===== config.mk =====
export PLATFORM = sky130hd
export DESIGN_NAME = mem_port_arbiter
export DESIGN_NICKNAME = d
export VERILOG_FILES = /design/src/rtl/mem_port_arbiter.sv
export SDC_FILE = /design/constraint.sdc
export NUM_CORES = 1
export LEC_CHECK = 0
export BUFFER_PORTS_ARGS = -buffer_cell sky130_fd_sc_hd__buf_2
export CORE_MARGIN = 3
export CORE_UTILIZATION = 47
export DETAILED_ROUTE_END_ITERATION = 8
export GPL_ROUTABILITY_DRIVEN = 1
export MAX_ROUTING_LAYER = met4
export PLACE_DENSITY = 0.8
export SETUP_SLACK_MARGIN = 0.4
export SLEW_MARGIN = 20
export SYNTH_ARGS = -nofsm -noshare
export SYNTH_HDL_FRONTEND = slang
export SYNTH_SLANG_ARGS = --single-unit

===== constraint.sdc =====
create_clock -name clk -period 2 [get_ports clk]
set_input_delay 0.2 -clock clk [delete_from_list [all_inputs] [get_ports clk]]
set_output_delay 0.2 -clock clk [all_outputs]
set_load 0.01 [all_outputs]

===== src/rtl/mem_port_arbiter.sv =====
// Two-port arbiter sharing one single-ported memory between instruction fetch (I)
// and the data stage (D). D has priority; a starvation counter guarantees I progress.
module mem_port_arbiter #(
    parameter int unsigned WORD_SIZE    = 32,
    parameter int unsigned STARVE_LIMIT = 4,
    parameter int unsigned TIMEOUT      = 64
) (
    input  logic                 clk,
    input  logic                 rst,
    input  logic                 IReq,
    input  logic [WORD_SIZE-1:0] IAddr,
    output logic [WORD_SIZE-1:0] IRData,
    output logic                 IValid,
    output logic                 IBusy,
    input  logic                 DReq,
    input  logic                 DWe,
    input  logic                 DByte,
    input  logic [WORD_SIZE-1:0] DAddr,
    input  logic [WORD_SIZE-1:0] DWData,
    output logic [WORD_SIZE-1:0] DRData,
    output logic                 DValid,
    output logic                 DBusy,
    output logic                 MemReq,
    output logic                 MemWe,
    output logic                 MemByte,
    output logic [WORD_SIZE-1:0] MemAddr,
    output logic [WORD_SIZE-1:0] MemWData,
    input  logic [WORD_SIZE-1:0] MemRData,
    input  logic                 MemAck,
    output logic                 BusErr
);

    typedef enum logic {ST_IDLE, ST_BUSY} state_e;
    typedef enum logic {OWN_I, OWN_D} owner_e;

    localparam logic [3:0] STARVE_MAX = 4'(STARVE_LIMIT);
    localparam logic [7:0] TMO_LAST   = 8'(TIMEOUT - 1);

    state_e                 state_q, state_d;
    owner_e                 grant_q, grant_d;
    logic [3:0]             starve_q, starve_d;
    logic [7:0]             tmo_q, tmo_d;
    logic [WORD_SIZE-1:0]   irdata_q, irdata_d;
    logic [WORD_SIZE-1:0]   drdata_q, drdata_d;
    logic                   ivalid_q, ivalid_d;
    logic                   dvalid_q, dvalid_d;
    logic                   mem_we_q, mem_we_d;
    logic                   mem_byte_q, mem_byte_d;
    logic [WORD_SIZE-1:0]   mem_addr_q, mem_addr_d;
    logic [WORD_SIZE-1:0]   mem_wdata_q, mem_wdata_d;
    logic                   bus_err_q, bus_err_d;
    logic                   d_wins;

    always_comb begin
        // NOTE: every variable gets a default first so no path can infer a latch.
        state_d     = state_q;
        grant_d     = grant_q;
        starve_d    = starve_q;
        tmo_d       = tmo_q;
        irdata_d    = irdata_q;
        drdata_d    = drdata_q;
        ivalid_d    = 1'b0;
        dvalid_d    = 1'b0;
        mem_we_d    = mem_we_q;
        mem_byte_d  = mem_byte_q;
        mem_addr_d  = mem_addr_q;
        mem_wdata_d = mem_wdata_q;
        bus_err_d   = bus_err_q;
        d_wins      = DReq && !(IReq && (starve_q == STARVE_MAX));

        case (state_q)
            ST_IDLE: begin
                if (DReq || IReq) begin
                    state_d = ST_BUSY;
                    tmo_d   = '0;
                    if (d_wins) begin
                        grant_d     = OWN_D;
                        mem_we_d    = DWe;
                        mem_byte_d  = DByte;
                        mem_addr_d  = DAddr;
                        mem_wdata_d = DWData;
                        if (!IReq) begin
                            starve_d = '0;
                        end else if (starve_q != STARVE_MAX) begin
                            starve_d = starve_q + 4'd1;
                        end
                    end else begin
                        grant_d     = OWN_I;
                        mem_we_d    = 1'b0;
                        mem_byte_d  = 1'b0;
                        mem_addr_d  = IAddr;
                        mem_wdata_d = '0;
                        starve_d    = '0;
                    end
                end else begin
                    starve_d = '0;
                end
            end

            ST_BUSY: begin
                if (MemAck) begin
                    state_d = ST_IDLE;
                    if (grant_q == OWN_D) begin
                        if (!mem_we_q) drdata_d = MemRData;
                        dvalid_d = 1'b1;
                    end else begin
                        irdata_d = MemRData;
                        ivalid_d = 1'b1;
                    end
                end else if (tmo_q == TMO_LAST) begin
                    // Abort: complete the owner with zero data and flag the bus error.
                    state_d   = ST_IDLE;
                    bus_err_d = 1'b1;
                    if (grant_q == OWN_D) begin
                        drdata_d = '0;
                        dvalid_d = 1'b1;
                    end else begin
                        irdata_d = '0;
                        ivalid_d = 1'b1;
                    end
                end else begin
                    tmo_d = tmo_q + 8'd1;
                end
            end

            default: state_d = ST_IDLE;
        endcase
    end

    always_ff @(posedge clk or negedge rst) begin
        if (!rst) begin
            state_q     <= ST_IDLE;
            grant_q     <= OWN_I;
            starve_q    <= '0;
            tmo_q       <= '0;
            irdata_q    <= '0;
            drdata_q    <= '0;
            ivalid_q    <= 1'b0;
            dvalid_q    <= 1'b0;
            mem_we_q    <= 1'b0;
            mem_byte_q  <= 1'b0;
            mem_addr_q  <= '0;
            mem_wdata_q <= '0;
            bus_err_q   <= 1'b0;
        end else begin
            // NOTE: non-blocking assignments so every register samples pre-edge values.
            state_q     <= state_d;
            grant_q     <= grant_d;
            starve_q    <= starve_d;
            tmo_q       <= tmo_d;
            irdata_q    <= irdata_d;
            drdata_q    <= drdata_d;
            ivalid_q    <= ivalid_d;
            dvalid_q    <= dvalid_d;
            mem_we_q    <= mem_we_d;
            mem_byte_q  <= mem_byte_d;
            mem_addr_q  <= mem_addr_d;
            mem_wdata_q <= mem_wdata_d;
            bus_err_q   <= bus_err_d;
        end
    end

    assign MemReq   = (state_q == ST_BUSY);
    assign MemWe    = mem_we_q;
    assign MemByte  = mem_byte_q;
    assign MemAddr  = mem_addr_q;
    assign MemWData = mem_wdata_q;
    assign IRData   = irdata_q;
    assign DRData   = drdata_q;
    assign IValid   = ivalid_q;
    assign DValid   = dvalid_q;
    assign IBusy    = IReq & ~ivalid_q;
    assign DBusy    = DReq & ~dvalid_q;
    assign BusErr   = bus_err_q;

endmodule

==> flow_summary.ini, run 1 <==
[sta]
whs_ns = 0.00396
rsz0062_at_grt = yes
worst_slew_pin_slew_ns = 0.771
setup_viol = 0
finalClockSkew_ns = 0.0152
slew_viol_final = 0
slew_headroom = 0.485
setup-tns-final_ns = 0
fin_crit_sh = 0.899
min_period_ns = 1.80
max_clock_freq_mhz = 556
hold_viol = 0

[pwr]
p_switching_mw = 4.14
powerDensity_nw_per_um2 = 1370
p_leak_nw = 4.71
p_seq_frac = 0.383
comb_power_share = 0.339
p_total_mw = 12.7
p_clk_frac = 0.278
p_int_mw = 8.51
p_sw_frac = 0.327
vdd_drop_max_mv = 0.819

[drt]
drc_errors = 0
wl_per_cell_um = 19.0
wl_mm = 19.0
dr.pass1.iters = 5
avgViaCountPerCell = 5.38
detail-route-antenna-nets = 0
num_vias = 5379
first_iter_violations = 399

[floorplan]
die_y_um = 119
rows = 40
io_pins = 271
initial_core_util = 0.491
core_um2 = 12300
die_area_um2 = 14300
die_x_um = 119

[grt]
use_met2 = 0.461
grt_pass1_wl_mm = 29.1
busiest_layer = met2
grtUsageMet1 = 0.310
grt-ovfl-total = 0
grt_usage = 0.268
grt_pass1_vias = 5701
grt_max_degree = 56
met3_usage = 0.0522
antenna_found_initial = 0

[layout]
n_fill_cell = 834
diodes = 0
multi_input_area_um2 = 2370
drive_gt1_frac = 0.482
syn_to_final_growth_pct = 52.2
fin_nets = 957
ff_latch_area_um2 = 3680

[setup_path]
start_kind = register
critical_path_arrival_ns = 2.11
cp-end-kind = register
critical_path_class = reg -> reg
reg2reg_depth = 7
cp_max_fo = 4
cp.required_ns = 2.31

[synth]
syn-num-nets = 629
seq_area_frac_synth = 0.608
synth_area_leader_cell = dfrtp_1
synth_mux_area_frac = 0.111
synth_edf_count = 0
netlist_area_um2 = 6050
syn_avg_cell_area_um2 = 12.3
synth_compound_area_frac = 0.152
ys_async_sr_fraction = 1.00
synth.most_common_cell = dfrtp_1
synth-xor-area-share = 0
synth-seq-cells = 147
synthAdderAreaFrac = 0.00620
synthTopCellsByCount = 147 x dfrtp_1, 57 x a22o_1, 51 x nand2_1
syn_inst = 491
synthSimpleGateAreaFrac = 0.0900
synth_top_area_share = 0.608
yosys_most_used_dff = dfrtp_1
synth_warnings = 0
ys_top_cells_by_area = dfrtp_1 61%, a22o_1 8.3%, mux2i_1 6.8%, mux2_2 4.3%, nand2_1 3.2%
ys_types = 36
synth_top_family_by_area = compound AO/OA/AOI/OAI gates

[min_path]
hold_class = in -> reg
hold_depth = 2

[job]
maxCapViolCount = 0

[clock_tree]
clockBufferDepth = 2
worstSkewPairLatency_ns = 0.43
cts_tree = done
cts_buffers = 17
htreeDepth = 4
clk_pin_slew_ns = 0.06
cts_root_buffer = clkbuf_16
clock-sinks = 147

[outcome]
status = finished clean

[place]
gp_congestion = 0.870
hpwlAfterDp_mm = 11.8
port_buffers = 270
-- worst max-delay path: stages (launching register included) --
cell and delay (ns):
dfrtp_1 0.36, ha_2 0.19, and3_4 0.20, a21oi_2 0.08, nor3b_4 0.18, buf_6 0.19
clkbuf_16 0.16, mux2_2 0.33
-- sequential cells by signal (all words and copies together), names as in the netlist, 4 cells and up --
| name | flops |
|---|---|
| DRData | 32 |
| tmo_q | 8 |
| starve_q | 4 |
| MemAddr | 32 |
| IRData | 32 |
| MemWData | 32 |
-- worst paths after layout --
| check | slack [ns] | to | start |
|---|---|---|---|
| max | 0.20 | IRData[23] | tmo_q[1] |
| min reg2reg | 0.48 | MemAddr[5] | MemAddr[5] |
| min | 0.004 | MemWData[28] | DWData[28] |
| max reg2reg | 0.20 | IRData[23] | tmo_q[1] |
| max in group asynchronous | 1.03 | MemAddr[5] | rst |
| min in group asynchronous | 0.30 | DRData[29] | rst |
-- per-layer routing --
layer / part of all wire / vias to the layer above
met4: 0.026 / 0
met1: 0.38 / 2668
met3: 0.052 / 44
met2: 0.54 / 241
li1: - / 2426
met5: 0 / -
-- stage by stage --
stage | cell area (um^2) | utilization | cells | worst slack [ns]
3_3_place_gp | 7670 | 0.623 | 909 | 0.201
5_1_grt | 9210 | 0.748 | 1000 | 0.148
6_report | 9210 | 0.748 | 1000 | 0.202
4_1_cts | 8940 | 0.726 | 991 | 0.252
3_5_place_dp | 7670 | 0.623 | 909 | 0.146
2_1_floorplan | 6070 | - | 491 | 0.239
-- cells by family after synthesis --
family          Yosys count
buf+inv                  46
simple gates            107
flops                   147
compound gates          124
fa+ha+maj                 3
mux                      64
-- placed cells by master (no fill, tap or decap), drive strengths merged, types with 2 or more instances in the layout --
master and instances:
buf 308, dfrtp 147, a22o 57, nand2 51, mux2i 41, o21ai 36, dlygate4sd3 30, and2 24
mux2 23, clkbuf 22, inv 14, a32o 9, nand3 8, a21oi 6, bufinv 5, nand2b 5
nor2 5, clkinv 4, nor2b 3, a31oi 3, clkinvlp 3, o21bai 3, and3 3, ha 3
a21boi 2, a2bb2oi 2, o31ai 2, a21o 2, nor3 2
-- cell type report --
type,count,area share
inverter,13,0.00530
clock buffer,19,0.0492
sequential,147,0.400
clock inverter,13,0.0223
timing repair buffer,341,0.243
tap,168,0.0228
multi-input combinational,299,0.257
-- timing repair --
item,4_1_cts,5_1_grt
hold endpoints to repair,82,0
resized for setup,21,55
hold buffers,30,0
setup endpoints to repair,137,137
gates cloned,5,5
pin swaps,5,4
setup buffers,15,4
-- power groups by stage --
stage / combinational, mW / sequential, mW / clock, mW
CTS: 4.11 / 4.81 / 3.55
global placement: 3.71 / 4.77 / 0
detailed placement: 3.84 / 4.83 / 0
global route: 4.62 / 4.97 / 3.70
finish: 4.29 / 4.84 / 3.52
floorplan: 1.47 / 5.30 / 0
Note: power is estimated with default switching activity, not from simulation.
==> run 2: changes to the inputs <==
Settings changed: CELL_PAD_IN_SITES_DETAIL_PLACEMENT set to 1, CELL_PAD_IN_SITES_GLOBAL_PLACEMENT set to 1, CORE_UTILIZATION 47 to 36, PLACE_DENSITY 0.8 to unset, PLACE_DENSITY_LB_ADDON set to 0.1.
==> run 2 against run 1 <==
Against the previous run:
- maximum frequency is 1.4% lower
- non-clock buffer count is 23 higher
- sequential cell count stayed put
- cell area is 5.1% higher
- die area is 29% higher
- count of clock-buffer cells in the layout is 1 higher
- critical path depth is 1 lower
- worst setup slack worse by 0.026 ns
- sequential share of layout area is 1.9 points lower
==> flow_summary.ini, run 2 (synthesis results as in run 1) <==
[outcome]
status = finished clean

[floorplan]
rows = 46
core_um2 = 16200
io_pins = 271
die_y_um = 136
die_x_um = 136
die_area_um2 = 18400
initial_core_util = 0.374

[sta]
finalClockSkew_ns = 0.00953
max_clock_freq_mhz = 548
setup-tns-final_ns = 0
worst_slew_pin_slew_ns = 0.565
whs_ns = 0.00921
rsz0062_at_grt = yes
slew_viol_final = 0
hold_viol = 0
min_period_ns = 1.82
slew_headroom = 0.623
fin_crit_sh = 0.912
setup_viol = 0

[place]
hpwlAfterDp_mm = 12.9
placed_cells = 959
port_buffers = 270
gp_congestion = 0.748

[clock_tree]
htreeDepth = 4
cts_tree = done
clockBufferDepth = 2
clock-sinks = 147
clk_pin_slew_ns = 0.06
cts_buffers = 17
cts_root_buffer = clkbuf_16
worstSkewPairLatency_ns = 0.42

[grt]
grt_pass1_vias = 6074
grt_usage = 0.236
grt-ovfl-total = 0
grt_pass1_wl_mm = 32.5
grt_max_degree = 65
antenna_found_initial = 0

[layout]
final_cells = 1071
syn_to_final_growth_pct = 59.9
final_common_cell = buf_2
diodes = 0
mostFrequentLayoutCells = 269 x buf_2, 146 x dfrtp_1, 57 x a22o_1, 48 x nand2_1, 34 x o21ai_1
drive_gt1_frac = 0.511
fin_nets = 980

[setup_path]
critical_path_class = reg -> reg
worstPathCellList = and4bb_2, a21oi_4, nor3b_4, buf_6, buf_12, mux2_2
cp.required_ns = 2.30
reg2reg_to = IRData[17]
crit_family = simple AND/OR/NAND/NOR gates
start_kind = register
r2r_slack_ns = 0.18
reg2reg_depth = 6
cpPeakStageDelay_ns = 0.40
path_buf_inv = 2
cp_max_fo = 9
critical_path_arrival_ns = 2.13
cp-end-kind = register
r2r-start = tmo_q[6]
crit_slowest_cell = dfrtp_1

[min_path]
min_from = DWData[24]
hold_end = MemWData[24]
hold_depth = 2
hold_class = in -> reg

[drt]
first_iter_violations = 221
detail-route-antenna-nets = 0
wl_met1_mm = 8.36
num_vias = 5391
wl_per_cell_um = 20.2
wl_met3_mm = 1.57
highest_layer = met4
wl_mm = 21.6
wl_met2_mm = 11.4
drc_errors = 0
avgViaCountPerCell = 5.03
dr.pass1.iters = 4

[pwr]
p_total_mw = 12.8
vdd_drop_max_mv = 0.645
powerDensity_nw_per_um2 = 1320
p_leak_nw = 4.89

[job]
maxCapViolCount = 0
## run 2: worst max-delay path by stage
stage | start | end | depth (start not counted)
final | tmo_q[6] | IRData[17] | 6
after global routing | tmo_q[1] | IRData[17] | 7
after CTS | tmo_q[1] | IRData[17] | 7
after detailed placement | tmo_q[0] | IRData[17] | 6
after global placement | tmo_q[0] | IRData[13] | 6
after floorplan | tmo_q[0] | IRData[12] | 6
## run 2: layout make-up
class                   count  area [um^2]
clock buffers              20          467
clock inverters            12          154
fillers                  1699         6500
inverters                  13         48.8
multi-input cells         299         2500
flip-flops and latches    147         3680
well taps                 216          270
repair buffers            364         2550
## run 2: report_power, final
group / switching (mW) / internal [mW]
clock: 1.26 / 2.06
combinational: 2.32 / 2.29
sequential: 0.701 / 4.13
total: 4.28 / 8.48
## run 2: repair_timing
action	4_1_cts	5_1_grt
buffers inserted	24	12
setup endpoints to repair	140	141
gates cloned	11	2
hold buffers	31	0
pin swaps	15	13
hold endpoints to repair	75	0
resized for setup	42	77
## run 2: layer usage
layer	vias up	global-route usage
li1	2466	-
met1	2706	0.275
met2	199	0.403
met3	20	0.0628
met4	0	0.0672
met5	-	-
## run 2: per-stage QoR
step / area (um^2) / worst slack [ns] / utilization
after floorplan: 6070 / 0.239 / -
after global placement: 7750 / 0.175 / 0.479
after detailed placement: 7750 / 0.109 / 0.479
after CTS: 9330 / 0.225 / 0.577
after global routing: 9670 / 0.138 / 0.598
final: 9670 / 0.176 / 0.598
